[config.mk]
export PLATFORM = sky130hd
export DESIGN_NAME = euler_update_stage_flat
export DESIGN_NICKNAME = d
export VERILOG_FILES = /design/src/rtl/euler_update_stage_if.sv /design/src/rtl/euler_update_stage.sv /design/src/flat_wrapper.sv
export SDC_FILE = /design/constraint.sdc
export NUM_CORES = 1
export LEC_CHECK = 0
export ABC_CLOCK_PERIOD_IN_PS = 19000
export BUFFER_PORTS_ARGS = -buffer_cell sky130_fd_sc_hd__clkbuf_2
export CORE_UTILIZATION = 30
export DETAILED_ROUTE_END_ITERATION = 7
export MAX_ROUTING_LAYER = met4
export PLACE_DENSITY_LB_ADDON = 0.25
export SLEW_MARGIN = 25
export SYNTH_ARGS = -nofsm -noshare
export SYNTH_HDL_FRONTEND = slang
export SYNTH_SLANG_ARGS = --single-unit
[constraint.sdc]
create_clock -name clk -period 19 [get_ports clk]
set_input_delay 0.95 -clock clk [delete_from_list [all_inputs] [get_ports clk]]
set_output_delay 0.95 -clock clk [all_outputs]
set_load 0.03 [all_outputs]
[src/rtl/euler_update_stage_if.sv]
// rtl/euler_update_stage_if.sv - control, pipeline handshake and memory bus of the Euler update stage
interface euler_update_stage_if #(
    parameter int ADD_SIZE  = 16,
    parameter int DATA_SIZE = 16,
    parameter int MAX_DIM   = 6
);
    logic                 start;
    logic [MAX_DIM-1:0]   shape_0;
    logic [DATA_SIZE-1:0] step_h;
    logic                 data_ready;
    logic [DATA_SIZE-1:0] out_acc;
    logic                 acc_overflow;
    logic [ADD_SIZE-1:0]  x_rd_addr;
    logic [DATA_SIZE-1:0] x_rd_data;
    logic                 xn_wr_en;
    logic [ADD_SIZE-1:0]  xn_wr_addr;
    logic [DATA_SIZE-1:0] xn_wr_data;
    logic                 return_default_state;
    logic                 FINAL_DONE;
    logic                 overflow;
    logic                 busy;

    modport slave (
        input  start, shape_0, step_h, data_ready, out_acc, acc_overflow, x_rd_data,
        output x_rd_addr, xn_wr_en, xn_wr_addr, xn_wr_data, return_default_state,
               FINAL_DONE, overflow, busy
    );

    modport master (
        output start, shape_0, step_h, data_ready, out_acc, acc_overflow, x_rd_data,
        input  x_rd_addr, xn_wr_en, xn_wr_addr, xn_wr_data, return_default_state,
               FINAL_DONE, overflow, busy
    );
endinterface

[src/rtl/euler_update_stage.sv]
// rtl/euler_update_stage.sv - computes x_next[i] = x[i] + h*acc[i] per finished row, saturating
module euler_update_stage #(
    parameter int ADD_SIZE  = 16,
    parameter int DATA_SIZE = 16,
    parameter int MAX_DIM   = 6,
    parameter int FRAC_BITS = 8,
    parameter int X_BASE    = 0,
    parameter int XN_BASE   = 64
) (
    input  logic                 clk,
    input  logic                 rst,
    euler_update_stage_if.slave  bus
);
    localparam logic [2:0] S_IDLE     = 3'd0;
    localparam logic [2:0] S_WAIT_ACC = 3'd1;
    localparam logic [2:0] S_MUL      = 3'd2;
    localparam logic [2:0] S_ADD      = 3'd3;
    localparam logic [2:0] S_WRITE    = 3'd4;
    localparam logic [2:0] S_DONE     = 3'd5;

    localparam int PW = 2 * DATA_SIZE;
    localparam logic [MAX_DIM-1:0] ROW_ONE = MAX_DIM'(1);
    localparam logic signed [PW:0] SAT_MAX = $signed({{(DATA_SIZE + 2){1'b0}}, {(DATA_SIZE - 1){1'b1}}});
    localparam logic signed [PW:0] SAT_MIN = $signed({{(DATA_SIZE + 2){1'b1}}, {(DATA_SIZE - 1){1'b0}}});
    localparam logic [DATA_SIZE-1:0] POS_FULL = {1'b0, {(DATA_SIZE - 1){1'b1}}};
    localparam logic [DATA_SIZE-1:0] NEG_FULL = {1'b1, {(DATA_SIZE - 1){1'b0}}};

    logic [2:0]           state_q, state_d;
    logic [MAX_DIM-1:0]   row_count_q, row_count_d;
    logic [DATA_SIZE-1:0] h_reg_q, h_reg_d;
    logic [DATA_SIZE-1:0] acc_reg_q, acc_reg_d;
    logic [DATA_SIZE-1:0] x_reg_q, x_reg_d;
    logic [DATA_SIZE-1:0] wr_data_q, wr_data_d;
    logic [PW-1:0]        prod_reg_q, prod_reg_d;
    logic                 overflow_q, overflow_d;

    logic signed [PW-1:0] prod_full;
    logic signed [PW-1:0] prod_shift;
    logic signed [PW:0]   sum_full;
    logic                 last_row;

    // Operands widened first so the product is exact; >>> floors toward -inf
    assign prod_full  = $signed({{DATA_SIZE{h_reg_q[DATA_SIZE-1]}}, h_reg_q})
                      * $signed({{DATA_SIZE{acc_reg_q[DATA_SIZE-1]}}, acc_reg_q});
    assign prod_shift = prod_full >>> FRAC_BITS;
    assign sum_full   = $signed({{(DATA_SIZE + 1){x_reg_q[DATA_SIZE-1]}}, x_reg_q})
                      + $signed({prod_reg_q[PW-1], prod_reg_q});
    assign last_row   = (row_count_q + ROW_ONE) == bus.shape_0;

    always_comb begin
        state_d     = state_q;
        row_count_d = row_count_q;
        h_reg_d     = h_reg_q;
        acc_reg_d   = acc_reg_q;
        x_reg_d     = x_reg_q;
        wr_data_d   = wr_data_q;
        prod_reg_d  = prod_reg_q;
        overflow_d  = overflow_q;
        case (state_q)
            S_IDLE: begin
                if (bus.start) begin
                    h_reg_d     = bus.step_h;
                    row_count_d = '0;
                    overflow_d  = 1'b0;
                    state_d     = (bus.shape_0 == '0) ? S_DONE : S_WAIT_ACC;
                end
            end
            S_WAIT_ACC: begin
                if (bus.data_ready) begin
                    acc_reg_d  = bus.out_acc;
                    overflow_d = overflow_q | bus.acc_overflow;
                    state_d    = S_MUL;
                end
            end
            S_MUL: begin
                prod_reg_d = prod_shift;
                x_reg_d    = bus.x_rd_data;
                state_d    = S_ADD;
            end
            S_ADD: begin
                if (sum_full > SAT_MAX) begin
                    wr_data_d  = POS_FULL;
                    overflow_d = 1'b1;
                end else if (sum_full < SAT_MIN) begin
                    wr_data_d  = NEG_FULL;
                    overflow_d = 1'b1;
                end else begin
                    wr_data_d  = sum_full[DATA_SIZE-1:0];
                end
                state_d = S_WRITE;
            end
            S_WRITE: begin
                if (last_row) begin
                    state_d = S_DONE;
                end else begin
                    row_count_d = row_count_q + ROW_ONE;
                    state_d     = S_WAIT_ACC;
                end
            end
            S_DONE:  state_d = S_IDLE;
            default: state_d = S_IDLE;
        endcase
    end

    always_ff @(posedge clk) begin
        if (rst) begin
            state_q     <= S_IDLE;
            row_count_q <= '0;
            h_reg_q     <= '0;
            acc_reg_q   <= '0;
            x_reg_q     <= '0;
            wr_data_q   <= '0;
            prod_reg_q  <= '0;
            overflow_q  <= 1'b0;
        end else begin
            state_q     <= state_d;
            row_count_q <= row_count_d;
            h_reg_q     <= h_reg_d;
            acc_reg_q   <= acc_reg_d;
            x_reg_q     <= x_reg_d;
            wr_data_q   <= wr_data_d;
            prod_reg_q  <= prod_reg_d;
            overflow_q  <= overflow_d;
        end
    end

    // Address is only driven during the write so the bus idles at zero
    assign bus.x_rd_addr            = ADD_SIZE'(X_BASE) + ADD_SIZE'(row_count_q);
    assign bus.xn_wr_en             = (state_q == S_WRITE);
    assign bus.xn_wr_addr           = (state_q == S_WRITE) ? ADD_SIZE'(XN_BASE) + ADD_SIZE'(row_count_q) : '0;
    assign bus.xn_wr_data           = wr_data_q;
    assign bus.return_default_state = (state_q == S_WRITE);
    assign bus.FINAL_DONE           = (state_q == S_DONE);
    assign bus.overflow             = overflow_q;
    assign bus.busy                 = (state_q != S_IDLE);
endmodule
[src/flat_wrapper.sv]
// flat-port wrapper written by rule: the top's interface ports become plain ports
module euler_update_stage_flat 
#(
    parameter int ADD_SIZE  = 16,
    parameter int DATA_SIZE = 16,
    parameter int MAX_DIM   = 6,
    parameter int FRAC_BITS = 8,
    parameter int X_BASE    = 0,
    parameter int XN_BASE   = 64
)
  (clk, rst, bus_start, bus_shape_0, bus_step_h, bus_data_ready, bus_out_acc, bus_acc_overflow, bus_x_rd_data, bus_x_rd_addr, bus_xn_wr_en, bus_xn_wr_addr, bus_xn_wr_data, bus_return_default_state, bus_FINAL_DONE, bus_overflow, bus_busy);
  euler_update_stage_if #(.ADD_SIZE(ADD_SIZE), .DATA_SIZE(DATA_SIZE), .MAX_DIM(MAX_DIM)) bus_i ();
  input  logic clk;
  input  logic rst;
  input wire logic [$bits(bus_i.start)-1:0] bus_start;
  input wire logic [$bits(bus_i.shape_0)-1:0] bus_shape_0;
  input wire logic [$bits(bus_i.step_h)-1:0] bus_step_h;
  input wire logic [$bits(bus_i.data_ready)-1:0] bus_data_ready;
  input wire logic [$bits(bus_i.out_acc)-1:0] bus_out_acc;
  input wire logic [$bits(bus_i.acc_overflow)-1:0] bus_acc_overflow;
  input wire logic [$bits(bus_i.x_rd_data)-1:0] bus_x_rd_data;
  output wire logic [$bits(bus_i.x_rd_addr)-1:0] bus_x_rd_addr;
  output wire logic [$bits(bus_i.xn_wr_en)-1:0] bus_xn_wr_en;
  output wire logic [$bits(bus_i.xn_wr_addr)-1:0] bus_xn_wr_addr;
  output wire logic [$bits(bus_i.xn_wr_data)-1:0] bus_xn_wr_data;
  output wire logic [$bits(bus_i.return_default_state)-1:0] bus_return_default_state;
  output wire logic [$bits(bus_i.FINAL_DONE)-1:0] bus_FINAL_DONE;
  output wire logic [$bits(bus_i.overflow)-1:0] bus_overflow;
  output wire logic [$bits(bus_i.busy)-1:0] bus_busy;
  assign bus_i.start = bus_start;
  assign bus_i.shape_0 = bus_shape_0;
  assign bus_i.step_h = bus_step_h;
  assign bus_i.data_ready = bus_data_ready;
  assign bus_i.out_acc = bus_out_acc;
  assign bus_i.acc_overflow = bus_acc_overflow;
  assign bus_i.x_rd_data = bus_x_rd_data;
  assign bus_x_rd_addr = bus_i.x_rd_addr;
  assign bus_xn_wr_en = bus_i.xn_wr_en;
  assign bus_xn_wr_addr = bus_i.xn_wr_addr;
  assign bus_xn_wr_data = bus_i.xn_wr_data;
  assign bus_return_default_state = bus_i.return_default_state;
  assign bus_FINAL_DONE = bus_i.FINAL_DONE;
  assign bus_overflow = bus_i.overflow;
  assign bus_busy = bus_i.busy;
  euler_update_stage #(.ADD_SIZE(ADD_SIZE), .DATA_SIZE(DATA_SIZE), .MAX_DIM(MAX_DIM), .FRAC_BITS(FRAC_BITS), .X_BASE(X_BASE), .XN_BASE(XN_BASE)) u_core (.clk(clk), .rst(rst), .bus(bus_i));
endmodule
==> impl_metrics.csv <==
group,metric,value,unit
critical_path,worstPathCellList,"nand2_1, inv_1, fa_1, inv_1, fa_1, inv_1, fa_1, fa_1, fa_1, inv_1, fa_1, inv_1, ha_1, and4_1, and4_1, o211ai_1, a311oi_1, o21ai_1, a21oi_1, nand3_1, and3_1, nor4_1",
global_routing,gr-total-overflow,0,
synth,yosysWarnings,0,
critical_path,start_kind,"flop",
synth,synth_area,0.0150,mm2
die,ios,112,
status,status,"finished clean",
layout,finalCoreUtilization,0.331,
clock_network,cts.sinks,98,
global_routing,grt_max_degree,74,
drt,wirelength,40.6,mm
synth,ys_seq_area_frac,0.131,
die,die_height,226,um
clock_network,post_cts_resized,0,
synth,yosysMostFrequentCell,"inv_1",
critical_path,slowest_stage,"dfxtp_1",
global_routing,antenna_found_initial,1,
synth,synth_area_leaders,"fa_1, dfxtp_1, ha_1, inv_1, nand2_1",
timing,slew_headroom,0.328,
critical_path,crit_arrival,7.55,ns
drt,vias_per_cell,4.77,
synth,synth_top_area_cell,"fa_1",
timing,rsz0062_at_grt,"no",
placed_design,pre_cts_ws,11.76,ns
power_and_ir_drop,p_leak,7.98,nW
timing,hold-worst-slack,0.462,ns
critical_path,critPathTopFamily,"adder cells",
timing,hold_viol_final,0,
global_routing,grtUsageTotal,0.177,
clock_network,ctsHoldBuffers,0,
layout,insertedDiodeCount,0,
die,dieWidth,226,um
placed_design,hpwl,32.1,mm
clock_network,insertion_delay,0.40,ns
clock_network,cts_buffer_depth,2,
synth,syn_inst,1751,
layout,area_delta_synth_final,8.49,%
critical_path,slowest_delay,0.74,ns
critical_path,cp_num_buf_inv,5,
global_routing,grt_pass1_vias,12398,
synth,yosys_register_bits,98,
critical_path,critPathCaptureType,"flop",
timing,tightest_slew,1.01,ns
power_and_ir_drop,irDropWorstVdd,0.0467,mV
critical_path,crit_type,"flop to flop",
timing,finClkSkew,0.0178,ns
timing,tns,0,ns
synth,synth-edff-count,0,
synth,avgSynthCellArea,8.58,um2
timing,drv_slew,0,
clock_network,cts_buffers,9,
die,die_area,0.0510,mm2
synth,async_flop_share,0,
drt,firstDrtPassIters,5,
clock_network,cts_root_buf,"clkbuf_16",
placed_design,gp_congestion,0.879,
die,rows,81,
timing,timing.final.crit_share,0.381,
synth,synthFlopType,"dfxtp_1",
drt,routedWlPerCell,16.5,um
clock_network,htreeDepth,3,
timing,setup_violations,0,
critical_path,crit_top_cell,"fa_1",
layout,layout-drive-gt1-share,0.0690,
power_and_ir_drop,p_per_area,35.7,mW/mm2
global_routing,grt_pass1_wl,67.3,mm
synth,synth_top_cell_area_share,0.349,
timing,fin_ws,11.76,ns
drt,drt_iter0_drc,622,
drt,drt.antenna.violating_nets,0,
synth,yosysUniqueCellTypes,68,
timing,max_freq,138,MHz
timing,min_period,7.24,ns
clock_network,cts_tree,"built",
die,coreArea,0.0492,mm2
die,start_util,0.306,
flow_run,drv_cap,0,
hold_path,hold_class,"flop to flop",
drt,via_count,11730,
critical_path,cp.required,19.30,ns
placed_design,io_buffer_count,92,
clock_network,post_cts_buffers,0,
drt,drc,0,
layout,final_nets,2216,
clock_network,clk_pin_slew_worst_paths,0.08,ns
critical_path,cp_max_fo,17,
synth,synth_common_cells,"inv_1, nand2_1, fa_1",
[flip-flops by register name (all words and copies together), names as in the netlist]
register,flops
u_core.h_reg_q,16
u_core.prod_reg_q,24
u_core.state_q,3
u_core.x_reg_q,16
u_core.row_count_q,6
u_core.acc_reg_q,16
u_core.bus.overflow,1
u_core.bus.xn_wr_data,16
[layer usage]
layer	track usage	vias to the layer above	part of all wire
met5	-	-	0
met4	0.0351	0	0.012
met3	0.0249	28	0.043
met2	0.294	245	0.49
met1	0.229	5947	0.46
li1	-	5510	-
[path summary, 6_finish.rpt]
| kind | slack, ns | cells past startpoint | end | start |
|---|---|---|---|---|
| hold / removal | 0.46 | 2 | u_core.prod_reg_q[20]$_SDFFE_PP0P_ | u_core.prod_reg_q[20]$_SDFFE_PP0P_ |
| setup / recovery | 11.76 | 22 | u_core.prod_reg_q[22]$_SDFFE_PP0P_ | u_core.acc_reg_q[1]$_SDFFE_PP0P_ |
| setup reg to reg | 11.76 | 22 | u_core.prod_reg_q[22]$_SDFFE_PP0P_ | u_core.acc_reg_q[1]$_SDFFE_PP0P_ |
| hold reg to reg | 0.46 | 2 | u_core.prod_reg_q[20]$_SDFFE_PP0P_ | u_core.prod_reg_q[20]$_SDFFE_PP0P_ |
[metrics by stage]
step / total power, mW / instance area (um2) / std cells
2_1_floorplan: 0.344 / 15100 / 1769
3_3_place_gp: 0.394 / 16000 / 2444
3_5_place_dp: 0.396 / 16000 / 2444
4_1_cts: 0.592 / 16300 / 2460
5_1_grt: 0.621 / 16300 / 2460
6_report: 0.581 / 16300 / 2460
[report_power, final]
| group | total, mW | leakage (nW) | internal (mW) | switching (mW) |
|---|---|---|---|---|
| clock | 0.193 | 0.131 | 0.0902 | 0.102 |
| combinational | 0.151 | 7.05 | 0.0556 | 0.0954 |
| sequential | 0.237 | 0.794 | 0.213 | 0.0244 |
| total | 0.581 | 7.98 | 0.359 | 0.222 |
[worst min-delay path, delay by kind of cell, from the launching register on]
kind            cells  cell delay, ns
compound gates      1            0.05
flops               1            0.32
simple gates        1            0.05
[cell families after synthesis]
kind of cell | count (synthesis) | synth area share
compound gates | 240 | 0.105
buf+inv | 429 | 0.113
other cells | 1 | 0.000250
xor+xnor | 56 | 0.0327
flops | 98 | 0.131
fa+ha+maj | 366 | 0.436
simple gates | 555 | 0.178
mux | 6 | 0.00400
[area by class of cell]
class	count	area (um2)
Clock buffer	11	233
Tap cell	664	831
Multi-Input combinational cell	1242	11400
Clock inverter	5	38.8
Timing Repair Buffer	99	515
Sequential cell	98	1960
Fill cell	5186	32900
Inverter	341	1280
[cells in the final DEF, fill, tap and decap left out, drive strengths merged, types with 29 or more instances in the layout]
master and n:
ha 104, nand2 274, o21ai 29, xnor2 35
and2 136, inv 343, fa 262, clkbuf 102
a21oi 110, dfxtp 98, nor2 38
No activity file was read; power rests on OpenSTA's default activity.
